==> src/rtl/decode_stage_pipe_if.sv <==
// Decode-stage bus: fetch/writeback inputs and the registered ID/EX outputs.
// master drives the fetch/writeback side; slave is the decode stage itself.
interface decode_stage_pipe_if #(
   parameter int DATA_W = 32,
   parameter int AW     = 5
);
   logic              id_valid;
   logic [31:0]       instruccion;
   logic              flush;
   logic              wb_reg_write;
   logic [AW-1:0]     wb_addr;
   logic [DATA_W-1:0] wb_data;
   logic              stall;
   logic              ex_valid;
   logic [DATA_W-1:0] ex_data1;
   logic [DATA_W-1:0] ex_data2;
   logic [DATA_W-1:0] ex_imm;
   logic [AW-1:0]     ex_rs;
   logic [AW-1:0]     ex_rt;
   logic [AW-1:0]     ex_rd;
   logic              ex_branch;
   logic              ex_mem_read;
   logic              ex_mem_write;
   logic              ex_mem_to_reg;
   logic              ex_reg_dst;
   logic              ex_reg_write;
   logic              ex_alu_src;
   logic [5:0]        ex_alu_op;
   logic              ex_illegal;

   // Handshake: id_valid qualifies instruccion; while stall is high the
   // producer must hold instruccion unchanged, it is taken on the first
   // rising edge with stall low (or dropped on flush).
   modport master (
      output id_valid, instruccion, flush, wb_reg_write, wb_addr, wb_data,
      input  stall, ex_valid, ex_data1, ex_data2, ex_imm, ex_rs, ex_rt, ex_rd,
             ex_branch, ex_mem_read, ex_mem_write, ex_mem_to_reg, ex_reg_dst,
             ex_reg_write, ex_alu_src, ex_alu_op, ex_illegal
   );

   modport slave (
      input  id_valid, instruccion, flush, wb_reg_write, wb_addr, wb_data,
      output stall, ex_valid, ex_data1, ex_data2, ex_imm, ex_rs, ex_rt, ex_rd,
             ex_branch, ex_mem_read, ex_mem_write, ex_mem_to_reg, ex_reg_dst,
             ex_reg_write, ex_alu_src, ex_alu_op, ex_illegal
   );
endinterface

==> src/rtl/decode_stage_pipe.sv <==
// Decode stage: register file with write-through bypass, immediate extension,
// load-use stall and flush, feeding a registered ID/EX stage.
module decode_stage_pipe #(
   parameter int DATA_W = 32,
   parameter int NREGS  = 32,
   parameter int IMM_W  = 16
) (
   input logic                clk,
   input logic                rst_n,
   decode_stage_pipe_if.slave bus
);
   localparam int AW = $clog2(NREGS);

   typedef struct packed {
      logic              valid;
      logic [DATA_W-1:0] data1;
      logic [DATA_W-1:0] data2;
      logic [DATA_W-1:0] imm;
      logic [AW-1:0]     rs;
      logic [AW-1:0]     rt;
      logic [AW-1:0]     rd;
      logic              branch;
      logic              mem_read;
      logic              mem_write;
      logic              mem_to_reg;
      logic              reg_dst;
      logic              reg_write;
      logic              alu_src;
      logic [5:0]        alu_op;
      logic              illegal;
   } ex_t;

   logic [5:0]        opcode;
   logic [5:0]        funct;
   logic [AW-1:0]     rs;
   logic [AW-1:0]     rt;
   logic [AW-1:0]     rd;
   logic [IMM_W-1:0]  imm_raw;
   logic              wr_en;
   logic [DATA_W-1:0] rd1;
   logic [DATA_W-1:0] rd2;
   logic              zero_ext;
   logic              rt_src;
   logic              hazard;
   logic              bubble;
   logic              unused;
   logic [DATA_W-1:0] regs [NREGS];
   ex_t               ex_d;
   ex_t               ex_q;

   assign opcode  = bus.instruccion[31:26];
   assign funct   = bus.instruccion[5:0];
   assign rs      = bus.instruccion[21 +: AW];
   assign rt      = bus.instruccion[16 +: AW];
   assign rd      = bus.instruccion[11 +: AW];
   assign imm_raw = bus.instruccion[IMM_W-1:0];
   assign unused  = ^bus.instruccion;

   assign wr_en = bus.wb_reg_write && (bus.wb_addr != '0);

   always_ff @(posedge clk or negedge rst_n) begin
      if (!rst_n) begin
         for (int i = 0; i < NREGS; i++) regs[i] <= '0;
      end else if (wr_en) begin
         regs[bus.wb_addr] <= bus.wb_data;
      end
   end

   // Write-through: a same-cycle writeback is visible to the reader.
   always_comb begin
      rd1 = regs[rs];
      if (rs == '0) rd1 = '0;
      else if (wr_en && (bus.wb_addr == rs)) rd1 = bus.wb_data;
      rd2 = regs[rt];
      if (rt == '0) rd2 = '0;
      else if (wr_en && (bus.wb_addr == rt)) rd2 = bus.wb_data;
   end

   always_comb begin
      ex_d       = '0;
      zero_ext   = 1'b0;
      rt_src     = 1'b0;
      ex_d.valid = 1'b1;
      ex_d.rs    = rs;
      ex_d.rt    = rt;
      ex_d.rd    = rd;
      ex_d.data1 = rd1;
      ex_d.data2 = rd2;
      case (opcode)
         6'h00: begin
            ex_d.reg_dst   = 1'b1;
            ex_d.reg_write = 1'b1;
            ex_d.alu_op    = funct;
            rt_src         = 1'b1;
         end
         6'h23: begin
            ex_d.mem_read   = 1'b1;
            ex_d.mem_to_reg = 1'b1;
            ex_d.reg_write  = 1'b1;
            ex_d.alu_src    = 1'b1;
            ex_d.alu_op     = 6'h20;
         end
         6'h2B: begin
            ex_d.mem_write = 1'b1;
            ex_d.alu_src   = 1'b1;
            ex_d.alu_op    = 6'h20;
            rt_src         = 1'b1;
         end
         6'h04: begin
            ex_d.branch = 1'b1;
            ex_d.alu_op = 6'h22;
            rt_src      = 1'b1;
         end
         6'h08: begin
            ex_d.reg_write = 1'b1;
            ex_d.alu_src   = 1'b1;
            ex_d.alu_op    = 6'h20;
         end
         6'h0C: begin
            ex_d.reg_write = 1'b1;
            ex_d.alu_src   = 1'b1;
            ex_d.alu_op    = 6'h24;
            zero_ext       = 1'b1;
         end
         6'h0D: begin
            ex_d.reg_write = 1'b1;
            ex_d.alu_src   = 1'b1;
            ex_d.alu_op    = 6'h25;
            zero_ext       = 1'b1;
         end
         default: ex_d.illegal = 1'b1;
      endcase
      ex_d.imm = zero_ext ? DATA_W'(imm_raw) : DATA_W'($signed(imm_raw));
   end

   // A load in EX whose destination this instruction reads: hold one cycle.
   assign hazard = bus.id_valid && ex_q.valid && ex_q.mem_read && (ex_q.rt != '0) &&
                   ((ex_q.rt == rs) || (rt_src && (ex_q.rt == rt)));
   assign bus.stall = hazard && !bus.flush;
   assign bubble    = bus.flush || hazard || !bus.id_valid;

   always_ff @(posedge clk or negedge rst_n) begin
      if (!rst_n)      ex_q <= '0;
      else if (bubble) ex_q <= '0;
      else             ex_q <= ex_d;
   end

   assign bus.ex_valid      = ex_q.valid;
   assign bus.ex_data1      = ex_q.data1;
   assign bus.ex_data2      = ex_q.data2;
   assign bus.ex_imm        = ex_q.imm;
   assign bus.ex_rs         = ex_q.rs;
   assign bus.ex_rt         = ex_q.rt;
   assign bus.ex_rd         = ex_q.rd;
   assign bus.ex_branch     = ex_q.branch;
   assign bus.ex_mem_read   = ex_q.mem_read;
   assign bus.ex_mem_write  = ex_q.mem_write;
   assign bus.ex_mem_to_reg = ex_q.mem_to_reg;
   assign bus.ex_reg_dst    = ex_q.reg_dst;
   assign bus.ex_reg_write  = ex_q.reg_write;
   assign bus.ex_alu_src    = ex_q.alu_src;
   assign bus.ex_alu_op     = ex_q.alu_op;
   assign bus.ex_illegal    = ex_q.illegal;
endmodule

==> src/flat_wrapper.sv <==
// flat-port wrapper written by rule: the top's interface ports become plain ports
module decode_stage_pipe_flat 
#(
   parameter int DATA_W = 32,
   parameter int NREGS  = 32,
   parameter int IMM_W  = 16
)
  (clk, rst_n, bus_id_valid, bus_instruccion, bus_flush, bus_wb_reg_write, bus_wb_addr, bus_wb_data, bus_stall, bus_ex_valid, bus_ex_data1, bus_ex_data2, bus_ex_imm, bus_ex_rs, bus_ex_rt, bus_ex_rd, bus_ex_branch, bus_ex_mem_read, bus_ex_mem_write, bus_ex_mem_to_reg, bus_ex_reg_dst, bus_ex_reg_write, bus_ex_alu_src, bus_ex_alu_op, bus_ex_illegal);
  decode_stage_pipe_if #(.DATA_W(DATA_W), .AW(5)) bus_i ();
  input logic clk;
  input logic rst_n;
  input wire logic [$bits(bus_i.id_valid)-1:0] bus_id_valid;
  input wire logic [$bits(bus_i.instruccion)-1:0] bus_instruccion;
  input wire logic [$bits(bus_i.flush)-1:0] bus_flush;
  input wire logic [$bits(bus_i.wb_reg_write)-1:0] bus_wb_reg_write;
  input wire logic [$bits(bus_i.wb_addr)-1:0] bus_wb_addr;
  input wire logic [$bits(bus_i.wb_data)-1:0] bus_wb_data;
  output wire logic [$bits(bus_i.stall)-1:0] bus_stall;
  output wire logic [$bits(bus_i.ex_valid)-1:0] bus_ex_valid;
  output wire logic [$bits(bus_i.ex_data1)-1:0] bus_ex_data1;
  output wire logic [$bits(bus_i.ex_data2)-1:0] bus_ex_data2;
  output wire logic [$bits(bus_i.ex_imm)-1:0] bus_ex_imm;
  output wire logic [$bits(bus_i.ex_rs)-1:0] bus_ex_rs;
  output wire logic [$bits(bus_i.ex_rt)-1:0] bus_ex_rt;
  output wire logic [$bits(bus_i.ex_rd)-1:0] bus_ex_rd;
  output wire logic [$bits(bus_i.ex_branch)-1:0] bus_ex_branch;
  output wire logic [$bits(bus_i.ex_mem_read)-1:0] bus_ex_mem_read;
  output wire logic [$bits(bus_i.ex_mem_write)-1:0] bus_ex_mem_write;
  output wire logic [$bits(bus_i.ex_mem_to_reg)-1:0] bus_ex_mem_to_reg;
  output wire logic [$bits(bus_i.ex_reg_dst)-1:0] bus_ex_reg_dst;
  output wire logic [$bits(bus_i.ex_reg_write)-1:0] bus_ex_reg_write;
  output wire logic [$bits(bus_i.ex_alu_src)-1:0] bus_ex_alu_src;
  output wire logic [$bits(bus_i.ex_alu_op)-1:0] bus_ex_alu_op;
  output wire logic [$bits(bus_i.ex_illegal)-1:0] bus_ex_illegal;
  assign bus_i.id_valid = bus_id_valid;
  assign bus_i.instruccion = bus_instruccion;
  assign bus_i.flush = bus_flush;
  assign bus_i.wb_reg_write = bus_wb_reg_write;
  assign bus_i.wb_addr = bus_wb_addr;
  assign bus_i.wb_data = bus_wb_data;
  assign bus_stall = bus_i.stall;
  assign bus_ex_valid = bus_i.ex_valid;
  assign bus_ex_data1 = bus_i.ex_data1;
  assign bus_ex_data2 = bus_i.ex_data2;
  assign bus_ex_imm = bus_i.ex_imm;
  assign bus_ex_rs = bus_i.ex_rs;
  assign bus_ex_rt = bus_i.ex_rt;
  assign bus_ex_rd = bus_i.ex_rd;
  assign bus_ex_branch = bus_i.ex_branch;
  assign bus_ex_mem_read = bus_i.ex_mem_read;
  assign bus_ex_mem_write = bus_i.ex_mem_write;
  assign bus_ex_mem_to_reg = bus_i.ex_mem_to_reg;
  assign bus_ex_reg_dst = bus_i.ex_reg_dst;
  assign bus_ex_reg_write = bus_i.ex_reg_write;
  assign bus_ex_alu_src = bus_i.ex_alu_src;
  assign bus_ex_alu_op = bus_i.ex_alu_op;
  assign bus_ex_illegal = bus_i.ex_illegal;
  decode_stage_pipe #(.DATA_W(DATA_W), .NREGS(NREGS), .IMM_W(IMM_W)) u_core (.clk(clk), .rst_n(rst_n), .bus(bus_i));
endmodule
==> config.mk <==
export PLATFORM = sky130hd
export DESIGN_NAME = decode_stage_pipe_flat
export DESIGN_NICKNAME = d
export VERILOG_FILES = /design/src/rtl/decode_stage_pipe_if.sv /design/src/rtl/decode_stage_pipe.sv /design/src/flat_wrapper.sv
export SDC_FILE = /design/constraint.sdc
export NUM_CORES = 2
export LEC_CHECK = 0
export ABC_CLOCK_PERIOD_IN_PS = 2200
export CORE_MARGIN = 2
export CORE_UTILIZATION = 55
export DETAILED_ROUTE_END_ITERATION = 12
export PLACE_DENSITY = 0.73
export SLEW_MARGIN = 0
export SYNTH_ARGS = -nofsm -noshare
export SYNTH_HDL_FRONTEND = slang
export SYNTH_SLANG_ARGS = --single-unit
==> constraint.sdc <==
create_clock -name clk -period 2.2 [get_ports clk]
set_input_delay 0.33 -clock clk [delete_from_list [all_inputs] [get_ports clk]]
set_output_delay 0.33 -clock clk [all_outputs]
set_load 0.02 [all_outputs]
==> qor.csv <==
stage;metric;value;unit
outcome;status;finished with violations;
outcome;violations;negative setup slack;
drt;avgRoutedWirePerCell;32.6;µm
floorplanning;die-area;110000;µm²
layout;nets;4642;
timing;period_needed;2.73;ns
synth;synth_top_family_by_area;multiplexers;
drt;viasPerCell;6.93;
worst_setup_path;crit_family;simple AND/OR/NAND/NOR gates;
synth;ys_warn_count;0;
clocking;cts_inserted_buffers;118;
drt;vias;42112;
synth;syn_inst;4213;
pwr;power.share.clock;34.9;%
pwr;power_frac_seq;44.4;%
synth;synthSimpleGateAreaFrac;3.99;%
global_routing;overflow;0;
floorplanning;start_util;55.2;%
timing;worst_slack;-0.531;ns
floorplanning;core;107000;µm²
placement;dp_hpwl;128;mm
drt;drc;0;
hold_path;hold_path.class;input port to flop;
floorplanning;dieWidth;331;µm
synth;synth_top_area_share;48.0;%
timing;setup_viol;106;
layout;seq_area;28300;µm²
floorplanning;fp-row-count;120;
pwr;total_power;0.0615;W
drt;drtPass1Iterations;5;
worst_setup_path;ff2ff_path_depth;9;
job;maxCapViolCount;0;
timing;rsz0062_at_grt;true;
worst_setup_path;max_stage_delay;0.60;ns
layout;multi_input_area;29100;µm²
synth;synth_common_cells;mux2_2, dfrtp_1, mux4_2;
clocking;clockBufferDepth;3;
synth;synth_fa_ha_area_share;0;%
timing;relSlewSlack;38.7;%
global_routing;grt_pass1_vias;42749;
layout;finalInstanceArea;71500;µm²
global_routing;antenna_found_initial;8;
placement;dpl_cell_area;66600;µm²
synth;ys_seq_area_share;48.0;%
synth;synthArstFlopShare;100;%
drt;detail-route-antenna-nets;0;
drt;drt_iter0_markers;5053;
placement;port_buffers;200;
synth;synth_most_common_cell;mux2_2;
synth;syn_nets;4287;
worst_setup_path;crit_fanout;9;
pwr;power_leakage;31.3;nW
synth;synth_compound_gate_area_share;4.34;%
clocking;cts_tree;yes;
placement;place_congestion;0.923;
pwr;p_int;0.0448;W
synth;ys_types;54;
floorplanning;io_pins;201;
clocking;htree_levels;3;
floorplanning;fp.dieH;331;µm
clocking;cts_sinks;1129;
pwr;peakVddDrop;674;µV
worst_setup_path;crit_arrival;3.33;ns
timing;skew;0.0231;ns
worst_setup_path;end_kind;flop;
timing;final_hold_viol_count;0;
worst_setup_path;cp.depth;9;
hold_path;whs_path_depth;3;
pwr;switching_share;27.1;%
synth;muxShareOfSynthArea;39.6;%
synth;yosysTopAreaCell;dfrtp_1;
global_routing;grtUsageTotal;36.3;%
global_routing;grt_max_degree;96;
synth;ys_ff_latch;1129;
worst_setup_path;cp-start-kind;flop;
synth;synth.area.top_cells;dfrtp_1, mux2_2, mux4_2;
worst_setup_path;worst-endpoint-required;2.80;ns
placement;dp.cells;5841;
clocking;clk_pin_slew;0.06;ns
layout;fillCellCount;7383;
worst_setup_path;worst-setup-path-type;flop to flop;
timing;drv_slew;0;
layout;drive_gt1_share;52.8;%
worst_setup_path;cp_slowest_cell;or4_4;
layout;area_growth;21.4;%
worst_setup_path;cp.buffers_inverters;4;
timing;fmax;0.366;GHz
synth;syn_avg_cell_area;14.0;µm²
pwr;combPwrFrac;20.7;%
synth;ys.flop_type;dfrtp_1;
global_routing;grt_pass1_wl;290;mm
pwr;pwr_density_cell;861;nW/µm²
clocking;cts_root_buffer;clkbuf_16;
timing;finalCritPeriodShare;124;%
clocking;clk_latency;0.73;ns
drt;drt_wl_total;198;mm
timing;tightest_slew;0.910;ns
pwr;power.switching;0.0167;W
synth;synth-xor-area-share;0.298;%
worst_setup_path;crit_chain;or4_4 -> o2111ai_4 -> buf_4 -> buf_6 -> or4_4 -> nand3_4 -> buf_12 -> buf_4 -> nor4_2;
synth;synth-edff-count;0;
layout;layout.cells.non_filler;6076;
timing;hold_ws;0.102;ns
synth;synth_area;58900;µm²
worst_setup_path;r2r_setup_slack;-0.53;ns
==> through the flow <==
step	worst slack [ns]	utilization, %	setup TNS (ns)
after floorplan	0.00538	-	0
after global placement	-0.650	62.5	-274.40
after detailed placement	-0.668	62.5	-295.05
after CTS	-0.490	66.7	-18.06
after global routing	-0.552	67.0	-37.29
final	-0.531	67.0	-34.93
==> worst paths after layout <==
path / startpoint / to
hold reg to reg: u_core.regs[1001]$_DFFE_PN0P_ / u_core.regs[1001]$_DFFE_PN0P_
setup reg to reg: u_core.bus.ex_rt[0]$_DFF_PN0_ / u_core.bus.ex_data1[24]$_DFF_PN0_
setup / recovery: u_core.bus.ex_rt[0]$_DFF_PN0_ / u_core.bus.ex_data1[24]$_DFF_PN0_
hold / removal: bus_instruccion[21] / u_core.bus.ex_rs[0]$_DFF_PN0_
max in group asynchronous: rst_n / u_core.regs[849]$_DFFE_PN0P_
min in group asynchronous: rst_n / u_core.regs[766]$_DFFE_PN0P_
==> what timing repair did <==
item                                    in CTS  in global routing
setup buffers                                6                  2
resized for setup                           53                 56
pin swaps                                    6                  1
endpoints found under the setup margin     130                106
endpoints found under the hold margin       53                  0
hold buffers                                 1                  0
cloned                                       1                  0
==> power groups by stage <==
stage / Clock, W / Sequential (W) / Combinational (W)
2_1_floorplan: 0 / 0.0265 / 0.00868
3_3_place_gp: 0 / 0.0272 / 0.0121
3_5_place_dp: 0 / 0.0274 / 0.0124
4_1_cts: 0.0216 / 0.0271 / 0.0125
5_1_grt: 0.0224 / 0.0277 / 0.0135
6_report: 0.0215 / 0.0273 / 0.0127
==> cells in the final DEF (no fill, tap or decap), drive strengths merged, types with 88 or more instances in the layout <==
cell / n
mux2: 1291
dfrtp: 1129
buf: 535
mux4: 347
o22ai: 188
clkbuf: 172
clkdlybuf4s50: 166
mux2i: 98
o21ai: 97
nor4: 88
==> sequential cells by signal (all words and copies together) (netlist names), 5 cells and up <==
name and flops:
u_core.bus.ex_alu_op 6, u_core.bus.ex_data1 32, u_core.bus.ex_imm 17, u_core.bus.ex_rt 5
u_core.bus.ex_data2 32, u_core.regs 1024, u_core.bus.ex_rs 5
==> worst reg2reg max path, cell delays in order, from the launching register on <==
cell       delay (ns)
dfrtp_1          0.42
or4_4            0.60
o2111ai_4        0.28
buf_4            0.17
buf_6            0.11
or4_4            0.16
nand3_4          0.14
buf_12           0.20
buf_4            0.19
nor4_2           0.34
==> cell families after synthesis <==
kind of cell	after synthesis
xor+xnor	20
simple gates	429
buf+inv	496
compound gates	403
mux	1736
flops	1129
==> layer usage <==
| layer | part of all wire (%) | GRT usage, % |
|---|---|---|
| met3 | 11 | 9.45 |
| met2 | 45 | 54.5 |
| met4 | 4.8 | 15.6 |
| met1 | 39 | 50.2 |
| met5 | 0.052 | 0 |
==> final cells by class <==
type,count,area share (%)
tap,1403,2.46
clock inverter,50,0.888
multi-input combinational,2588,40.8
sequential,1129,39.5
antenna,3,0.0105
inverter,5,0.0333
clock buffer,172,4.98
timing repair buffer,726,11.3
No activity file was read; power rests on OpenSTA's default activity.
